File: config.mk
export PLATFORM = sky130hd
export DESIGN_NAME = reuleaux_seq
export DESIGN_NICKNAME = d
export VERILOG_FILES = /design/src/rtl/reuleaux_pkg.sv /design/src/rtl/reuleaux_window.sv /design/src/rtl/reuleaux_seq.sv
export SDC_FILE = /design/constraint.sdc
export NUM_CORES = 1
export LEC_CHECK = 0
export CAP_MARGIN = 10
export CORE_UTILIZATION = 40
export CTS_BUF_LIST = sky130_fd_sc_hd__clkbuf_4 sky130_fd_sc_hd__clkbuf_8 sky130_fd_sc_hd__clkbuf_16
export DETAILED_ROUTE_END_ITERATION = 8
export PLACE_DENSITY = 0.64
export SLEW_MARGIN = 25
export SYNTH_ARGS = -nofsm -noshare
export SYNTH_HDL_FRONTEND = slang
export SYNTH_SLANG_ARGS = --single-unit
File: constraint.sdc
create_clock -name clk -period 7.1 [get_ports clk]
set_clock_uncertainty 0.2 [all_clocks]
set_input_delay 0.71 -clock clk [delete_from_list [all_inputs] [get_ports clk]]
set_output_delay 0.71 -clock clk [all_outputs]
set_load 0.02 [all_outputs]
File: src/rtl/reuleaux_pkg.sv
// Shared types and constants for the Reuleaux-triangle sequencer.
// The FSM state order matters: each ARCn is immediately followed by its GAPn.
package reuleaux_pkg;

    typedef enum logic [3:0] {
        IDLE,
        CALC,
        ARC0,
        GAP0,
        ARC1,
        GAP1,
        ARC2,
        GAP2,
        DONE
    } state_t;

    localparam int SCREEN_W_DEFAULT = 160;
    localparam int SCREEN_H_DEFAULT = 120;

    // sqrt(3)/2 - 1/(2*sqrt(3)) and 1/(2*sqrt(3)) in Q10
    localparam int K_H1    = 591;
    localparam int K_H2    = 296;
    localparam int K_SHIFT = 10;

    typedef logic signed [9:0] coord_t;

    function automatic logic [1:0] arc_index(input state_t s);
        case (s)
            ARC1, GAP1: return 2'd1;
            ARC2, GAP2: return 2'd2;
            default:    return 2'd0;
        endcase
    endfunction

endpackage

File: src/rtl/reuleaux_window.sv
// Combinational test of whether a pixel lies on the wanted 60-degree arc
// for the currently active vertex.
module reuleaux_window
    import reuleaux_pkg::*;
(
    input  logic [1:0] arc_idx,
    input  coord_t     cx,
    input  coord_t     cy,
    input  coord_t     d,
    input  coord_t     h1,
    input  coord_t     h2,
    input  coord_t     px,
    input  coord_t     py,
    output logic       in_window
);

    coord_t half;
    coord_t top_y;
    coord_t base_y;
    coord_t arc0_hi;

    assign half    = d >>> 1;
    assign top_y   = cy - h1;
    assign base_y  = cy + h2;
    assign arc0_hi = top_y + d;

    always_comb begin
        in_window = 1'b0;
        case (arc_idx)
            2'd0: in_window = (py >= base_y) && (py <= arc0_hi);
            2'd1: in_window = (px >= cx) && (px <= cx + half) &&
                              (py >= top_y) && (py <= base_y);
            2'd2: in_window = (px >= cx - half) && (px <= cx) &&
                              (py >= top_y) && (py <= base_y);
            default: in_window = 1'b0;
        endcase
    end

endmodule

File: src/rtl/reuleaux_seq.sv
// Reuleaux-triangle sequencer: computes the three vertices, drives the shared
// arc engine once per vertex and gates its pixel stream to the wanted arcs.
module reuleaux_seq
    import reuleaux_pkg::*;
#(
    parameter int SCREEN_W = SCREEN_W_DEFAULT,
    parameter int SCREEN_H = SCREEN_H_DEFAULT
) (
    input  logic       clk,
    input  logic       rst_n,
    input  logic       start,
    input  logic [2:0] colour,
    input  logic [7:0] centre_x,
    input  logic [7:0] centre_y,
    input  logic [7:0] diameter,
    output logic       done,
    output logic [7:0] arc_centre_x,
    output logic [7:0] arc_centre_y,
    output logic [7:0] arc_radius,
    output logic       arc_start,
    input  logic       arc_finished,
    input  logic [7:0] arc_x,
    input  logic [6:0] arc_y,
    input  logic       arc_plot,
    output logic [7:0] vga_x,
    output logic [6:0] vga_y,
    output logic [2:0] vga_colour,
    output logic       vga_plot
);

    localparam logic [17:0] H1_MUL = 18'(K_H1);
    localparam logic [17:0] H2_MUL = 18'(K_H2);

    state_t     state_reg, state_next;
    logic [2:0] colour_reg;
    logic [7:0] cx_reg, cy_reg, d_reg;
    coord_t     h1_reg, h2_reg;
    coord_t     vtx_x_reg [3];
    coord_t     vtx_y_reg [3];
    logic [7:0] arc_centre_x_reg, arc_centre_y_reg;
    logic       arc_start_reg, done_reg;

    logic       latch_en, calc_en, in_arc, in_window;
    logic       arc_start_next, done_next;
    logic [1:0] arc_idx;
    logic [2:0] skip;

    coord_t     cx_s, cy_s, d_s, half_s, h1_calc, h2_calc, px_s, py_s;
    coord_t     vx_calc [3];
    coord_t     vy_calc [3];

    assign cx_s    = $signed({2'b00, cx_reg});
    assign cy_s    = $signed({2'b00, cy_reg});
    assign d_s     = $signed({2'b00, d_reg});
    assign half_s  = $signed({3'b000, d_reg[7:1]});
    assign h1_calc = $signed({2'b00, 8'(({10'd0, d_reg} * H1_MUL) >> K_SHIFT)});
    assign h2_calc = $signed({2'b00, 8'(({10'd0, d_reg} * H2_MUL) >> K_SHIFT)});
    assign px_s    = $signed({2'b00, arc_x});
    assign py_s    = $signed({3'b000, arc_y});

    // Vertex order matches arc order: top, bottom-left, bottom-right
    assign vx_calc[0] = cx_s;
    assign vy_calc[0] = cy_s - h1_calc;
    assign vx_calc[1] = cx_s - half_s;
    assign vy_calc[1] = cy_s + h2_calc;
    assign vx_calc[2] = cx_s + half_s;
    assign vy_calc[2] = cy_s + h2_calc;

    for (genvar gi = 0; gi < 3; gi++) begin : g_skip
        assign skip[gi] = (vtx_x_reg[gi] < 10'sd0) || (vtx_x_reg[gi] > 10'sd255) ||
                          (vtx_y_reg[gi] < 10'sd0) || (vtx_y_reg[gi] > 10'sd255);
    end

    assign arc_idx = arc_index(state_reg);

    always_comb begin
        state_next     = state_reg;
        arc_start_next = 1'b0;
        done_next      = 1'b0;
        latch_en       = 1'b0;
        calc_en        = 1'b0;
        in_arc         = 1'b0;
        case (state_reg)
            IDLE: begin
                if (start) begin
                    latch_en   = 1'b1;
                    state_next = CALC;
                end
            end
            CALC: begin
                calc_en    = 1'b1;
                state_next = ARC0;
            end
            // ARCn + 1 is GAPn, and GAPn + 1 is the next ARC (or DONE)
            ARC0, ARC1, ARC2: begin
                in_arc         = 1'b1;
                arc_start_next = !skip[arc_idx];
                if (skip[arc_idx] || arc_finished)
                    state_next = state_t'(state_reg + 4'd1);
            end
            GAP0, GAP1, GAP2: begin
                if (skip[arc_idx] || !arc_finished)
                    state_next = state_t'(state_reg + 4'd1);
            end
            DONE: begin
                done_next = 1'b1;
                if (!start)
                    state_next = IDLE;
            end
            default: state_next = IDLE;
        endcase
        if (!start && state_reg != IDLE && state_reg != DONE) begin
            state_next     = IDLE;
            arc_start_next = 1'b0;
            done_next      = 1'b0;
        end
    end

    always_ff @(posedge clk or negedge rst_n) begin
        if (!rst_n) begin
            state_reg     <= IDLE;
            arc_start_reg <= 1'b0;
            done_reg      <= 1'b0;
        end else begin
            state_reg     <= state_next;
            arc_start_reg <= arc_start_next;
            done_reg      <= done_next;
        end
    end

    always_ff @(posedge clk or negedge rst_n) begin
        if (!rst_n) begin
            colour_reg <= '0;
            cx_reg     <= '0;
            cy_reg     <= '0;
            d_reg      <= '0;
        end else if (latch_en) begin
            colour_reg <= colour;
            cx_reg     <= centre_x;
            cy_reg     <= centre_y;
            d_reg      <= diameter;
        end
    end

    always_ff @(posedge clk or negedge rst_n) begin
        if (!rst_n) begin
            h1_reg <= '0;
            h2_reg <= '0;
            for (int i = 0; i < 3; i++) begin
                vtx_x_reg[i] <= '0;
                vtx_y_reg[i] <= '0;
            end
        end else if (calc_en) begin
            h1_reg <= h1_calc;
            h2_reg <= h2_calc;
            for (int i = 0; i < 3; i++) begin
                vtx_x_reg[i] <= vx_calc[i];
                vtx_y_reg[i] <= vy_calc[i];
            end
        end
    end

    always_ff @(posedge clk or negedge rst_n) begin
        if (!rst_n) begin
            arc_centre_x_reg <= '0;
            arc_centre_y_reg <= '0;
        end else if (in_arc && !skip[arc_idx]) begin
            arc_centre_x_reg <= vtx_x_reg[arc_idx][7:0];
            arc_centre_y_reg <= vtx_y_reg[arc_idx][7:0];
        end
    end

    reuleaux_window u_window (
        .arc_idx   (arc_idx),
        .cx        (cx_s),
        .cy        (cy_s),
        .d         (d_s),
        .h1        (h1_reg),
        .h2        (h2_reg),
        .px        (px_s),
        .py        (py_s),
        .in_window (in_window)
    );

    assign done         = done_reg;
    assign arc_start    = arc_start_reg;
    assign arc_centre_x = arc_centre_x_reg;
    assign arc_centre_y = arc_centre_y_reg;
    assign arc_radius   = d_reg;
    assign vga_x        = arc_x;
    assign vga_y        = arc_y;
    assign vga_colour   = colour_reg;
    assign vga_plot     = arc_plot && in_arc && in_window &&
                          (int'(arc_x) < SCREEN_W) && (int'(arc_y) < SCREEN_H);

endmodule

== Word level (Yosys, flattened, before mapping) ==
Index checks and enable logic that the tools add are counted.

* Mux-type cells: 24
* Magnitude comparators: 22
* $mul: 2
* Bitwise gates (word level): 1
* $add $sub $neg: 8
* Eq/ne operators: 15
* Reductions and logical operators: 36

{| class="wikitable"
|+ Operators with widths
! operator !! count
|-
| binary-select mux 10 bit (select 2 bit) || 2
|-
| greater-than comparator 10 x 9 -> 1 bit, second input constant || 4
|-
| < comparator 10 x 1 -> 1 bit, second input constant || 4
|-
| two-way mux 8 bit || 4
|-
| adder 8 x 7 -> 9 bit || 3
|-
| >= comparator 8 x 10 -> 1 bit || 2
|-
| less-or-equal comparator 8 x 10 -> 1 bit || 2
|-
| two-way mux 4 bit || 5
|-
| case mux 4 bit (5 select lines) || 1
|-
| multiplier 8 x 10 -> 18 bit, second input constant || 1
|-
| subtractor 8 x 8 -> 9 bit || 2
|-
| equality test 4 x 3 -> 1 bit, second input constant || 4
|-
| logical AND 1 bit || 14
|-
| multiplier 8 x 6 -> 14 bit, second input constant || 1
|-
| != test 3 bit, second input constant || 4
|-
| logical OR 1 bit || 11
|-
| adder 10 x 9 -> 10 bit || 1
|-
| >= comparator 9 x 10 -> 1 bit || 1
|-
| less-or-equal comparator 9 x 10 -> 1 bit || 1
|-
| two-way mux 1 bit || 9
|-
| subtractor 8 x 7 -> 9 bit || 1
|-
| equality test 4 x 2 -> 1 bit, second input constant || 2
|-
| >= comparator 8 bit || 1
|-
| greater-than comparator 8 bit, second input constant || 1
|-
| 23 further kinds || 27
|}

* Register bits: 112
* Bits of input ports: 47
* Output and inout port bits: 45

== Depth between registers and ports, before layout ==
* Word-level depth: 10
* Depth in mapped cells: 22

== By module ==
Synthesis repeated with hierarchy kept, for this count alone.

* Cell total of the unflattened synthesis: 1147
* Area total of the unflattened synthesis: 10546.4 sq um

{| class="wikitable"
|+ Modules (own cells, without submodules)
! module !! cells an instance !! area each (sq um) !! sequential area each (sq um) !! times used
|-
| reuleaux_seq || 714 || 7219.4 || 2677.6 || 1
|-
| reuleaux_window || 433 || 3326.9 || 0.0 || 1
|}

== Worst setup path after synthesis ==
Ideal clock, no wire load.

* Kind: reg2reg
* Start: reg d_reg[6] (netlist: arc_radius[6])
* End: reg vtx_y_reg[27] (netlist bit)
* Path slack: 1457 ps
* Period minus slack after synthesis: 5643 ps
* Stages on the path, launching flop included: 21
* Arrival time: 5374 ps
* Library setup time: 69 ps
* Required time: 6831 ps
* Buffers on the path: 0
* Path through: dfrtp_1 fa_1 inv_1 fa_1 fa_1 inv_1 fa_1 ha_1 o2111ai_1 a21oi_1 nor2b_1 o21bai_1 xnor2_1 ha_1 nor2b_1 o21ai_0 a21oi_1 o21ai_0 a21boi_0 or4_1 nand3_1

* Cells in the longest elaborated chain, start to end: 2

{| class="wikitable"
|+ RTL lines
! item !! RTL line !! text
|-
| from (decl) || reuleaux_seq.sv:36 || <nowiki>logic [7:0] cx_reg, cy_reg, d_reg;</nowiki>
|-
| from (signal assigned) || reuleaux_seq.sv:141 || <nowiki>d_reg <= diameter;</nowiki>
|-
| multiplier 8 x 10 -> 18 bit || reuleaux_seq.sv:56 || <nowiki>assign h1_calc = $signed({2'b00, 8'(({10'd0, d_reg} * H1_MUL) >> K_SHIFT)});</nowiki>
|-
| subtractor 8 x 8 -> 9 bit || reuleaux_seq.sv:63 || <nowiki>assign vy_calc[0] = cy_s - h1_calc;</nowiki>
|-
| to (signal, indexed assignment) || reuleaux_seq.sv:158 || <nowiki>vtx_y_reg[i] <= vy_calc[i];</nowiki>
|-
| to (decl) || reuleaux_seq.sv:39 || <nowiki>coord_t vtx_y_reg [3];</nowiki>
|}

Every way passes these cells.
A chain may end at the register's enable or synchronous reset.

== Worst setup path after layout ==
* Start: reg d_reg[5] (netlist: arc_radius[5])
* End: reg vtx_y_reg[27] (netlist bit)

Same word-level chain as after synthesis.

==> metrics.md <==
| Metric | Value |
|---|---|
| Synth top area share | 28.5% |
| Post-synth net total | roughly 1300 |
| Startpoint types | flip-flop |
| CTS buffer count | 9 |
| CORE AREA | 0.0228 mm^2 |
| Initial antenna violation count | 0 |
| Worst Path Required | roughly 7.2 ns |
| DP HPWL | 17.8 mm |
| Biggest area consumer among synthesized cells | dfrtp_1 |
| Seq cells post-synth | 107 |
| Most common cell in the netlist | ha_1 |
| Final hold vios | 0 |
| F_max | 164 MHz |
| Syn Inst Count | roughly 1000 |
| Root Driver | clkbuf_16 |
| CTS resizes | 0 |
| Setup-failing EPs final | 0 |
| Layout area overhead | 14.6% |
| # DRC | 0 |
| Final GP Congestion | between 0.8 and 0.9 |
| Max reg flops | 25 |
| I/O pins | 92 |
| Initial Util | 41.1% |
| CTS H-tree lvls | 3 |
| Crit Path Category | flip-flop to flip-flop |
| Clock latency on the worst-skew pair | 0.37 ns |
| Critical Path AT | 6.20 ns |
| CTS tree | yes |
| Clk buf depth | 2 |
| Ys flop type | dfrtp_1 |
| Antenna-violating nets left | 0 |
| Post-CTS Setup Inserts | 0 |
| R2R depth | 20 |
| Ys async rst share | 100% |
| Die Height | approximately 160 um |
| Hold WC Path Type | input port to asynchronous set/reset pin |
| Slew at the pin closest to its max-slew limit | approximately 1 ns |
| Commonest cells post-synth | ha_1 (163), nand2_1 (125), dfrtp_1 (107), inv_1 (99), o21ai_0 (79) |
| Mapped cell area | roughly 0.0094 mm^2 |
| Ant. Diodes | 0 |
| Maxcap violations | 0 |
| Fillers | about 2300 |
| Via count | 7261 |
| Vias in the first global route | 7236 |
| Netlist cell types | 76 |
| Pins Over Slew Limit | 0 |
| Worst R2R End | vtx_y_reg[27] |
| Final worst-path cycle share | 86.0% |
| Footprint of the multi-input gates | 0.00608 mm^2 |
| First-pass GRT wire length | about 37 mm |
| Crit. End Element | flip-flop |
| TritonCTS Sinks | 107 |
| Critical R2R Launch | arc_radius[5] |
| Top post-synthesis cells by area | dfrtp_1 (28%), ha_1 (22%), fa_1 (5.3%) |
| Syn Area/Cell | just over 9 um^2 |
| Sequential cell area | about 0.0027 mm^2 |
| CP Max Fanout | 11 |
| Pre-antenna DRT Iters | 5 |
| Register area share after synthesis | 28.5% |
| Min Clock Period, post-route | 6.11 ns |
| Final wirelength | 22.7 mm |
| # rows | 55 |
| Die width | ~160 um |
| Post-DR wirelength/cell | 16.1 um |
| CTS Hold Buffers Added | 0 |
| Fraction of layout cells with a size suffix above 1 | 6.65% |
| EDFF count, synth | 0 |
| IO Port Bufs | 91 |
| Aggregate global routing overflow | 0 |
| Via density | 5.15 |
| Reg2reg setup slack | 0.99 ns |
| Setup tns final | 0 ns |
| Total number of yosys warnings | 0 |
| Fin nets | 1328 |
| DR iter-0 viols | 343 |
| Worst-path clk slew | 0.08 ns |
| Outcome | finished, final reports clean |
| Setup repair after global routing missed its margin | false |
| All-Layer GR Usage | 19.8% |
| Pin count of the biggest net entering global routing | 75 |
| Max-slew headroom | 33.4% |
| Full die area | 0.0241 mm^2 |
[cell families after synthesis]
kind of cell,after synthesis,share of synthesized area (%)
AND/OR/NAND/NOR,269,13.5
AO/OA/AOI/OAI,255,17.4
adder cells (fa/ha/maj),188,27.0
buffers and inverters,144,6.80
flip-flops,107,28.5
XOR/XNOR,48,4.47
multiplexers,19,2.25
[per-stage QoR]
stage                     hold WS [ns]  cells  area [um^2]  setup WS, ns  util [%]
after global routing             0.110   1411        10800         0.589      47.2
after CTS                       0.0895   1411        10800          1.01      47.1
after floorplan                  0.214   1030         9400          1.46         -
after global placement           0.260   1395        10500          1.21      45.8
final                           0.0718   1411        10800         0.994      47.2
after detailed placement         0.264   1395        10500          1.06      45.8
[per-layer routing]
metal	vias to the layer above	routed length [um]	track usage, %
li1	3693	-	-
met1	3440	11600	28.2
met2	111	9980	31.3
met3	17	835	3.54
met4	0	247	3.92
met5	-	0	0
[worst max-delay path by stage]
stage                     slack, ns            end     startpoint
after floorplan                1.46  vtx_y_reg[27]  arc_radius[6]
after global placement         1.21  vtx_y_reg[27]  arc_radius[5]
after detailed placement       1.06  vtx_y_reg[27]  arc_radius[5]
after CTS                      1.01  vtx_y_reg[27]  arc_radius[6]
after global routing           0.59  vtx_y_reg[27]  arc_radius[6]
final                          0.99  vtx_y_reg[27]  arc_radius[5]
[layout make-up]
type	instances	area share (%)
Multi-Input combinational cell	779	56.5
Sequential cell	107	24.9
Timing Repair Buffer	94	8.68
Tap cell	313	3.64
Inverter	102	3.55
Clock buffer	10	2.22
Clock inverter	6	0.581
[worst max-delay path, stage by stage (launching register included)]
cell,delay (ns)
dfrtp_1,0.59
fa_1,0.65
inv_1,0.07
fa_1,0.49
fa_1,0.55
inv_1,0.05
fa_1,0.47
ha_1,0.31
o2111ai_1,0.12
a21oi_1,0.31
nor2b_1,0.12
o21bai_1,0.17
xnor2_1,0.21
ha_1,0.29
nor2b_1,0.12
o21ai_0,0.23
a21oi_1,0.13
o21ai_0,0.21
a21boi_0,0.17
or4_1,0.48
nand3_1,0.09
[cell usage in the layout (no fill, tap or decap), types with 3 or more instances in the layout]
| cell type | Yosys | final |
|---|---|---|
| o21ai_1 | 3 | 3 |
| a21oi_1 | 69 | 69 |
| ha_1 | 163 | 163 |
| o21a_1 | 8 | 8 |
| o211ai_1 | 5 | 5 |
| a21o_1 | 11 | 11 |
| or3_1 | 4 | 4 |
| nor2b_1 | 12 | 12 |
| o41ai_1 | 3 | 3 |
| o21ai_0 | 79 | 79 |
| mux2_2 | 17 | 17 |
| and2_1 | 3 | 3 |
| a211oi_1 | 7 | 7 |
| nand3_1 | 13 | 13 |
| nand4_1 | 9 | 9 |
| xor2_1 | 17 | 17 |
| o2111ai_1 | 3 | 3 |
| fa_1 | 25 | 25 |
| clkbuf_16 | 0 | 9 |
| a31oi_1 | 3 | 3 |
| a22oi_1 | 9 | 9 |
| and3_1 | 7 | 6 |
| buf_4 | 15 | 3 |
| o21ai_2 | 15 | 15 |
| nand2_1 | 125 | 124 |
| xnor2_1 | 31 | 31 |
| dfrtp_1 | 107 | 107 |
| clkdlybuf4s50_1 | 0 | 90 |
| or2_2 | 3 | 3 |
| o21bai_1 | 8 | 8 |
| o31ai_1 | 3 | 3 |
| inv_6 | 0 | 3 |
| nor2_1 | 49 | 49 |
| inv_1 | 99 | 99 |
| nand2b_1 | 12 | 12 |
| nor3_1 | 12 | 12 |
Power is left out: the tool's default activity adds up to more than one toggle a clock period on the data nets, which glitch-free logic cannot reach.
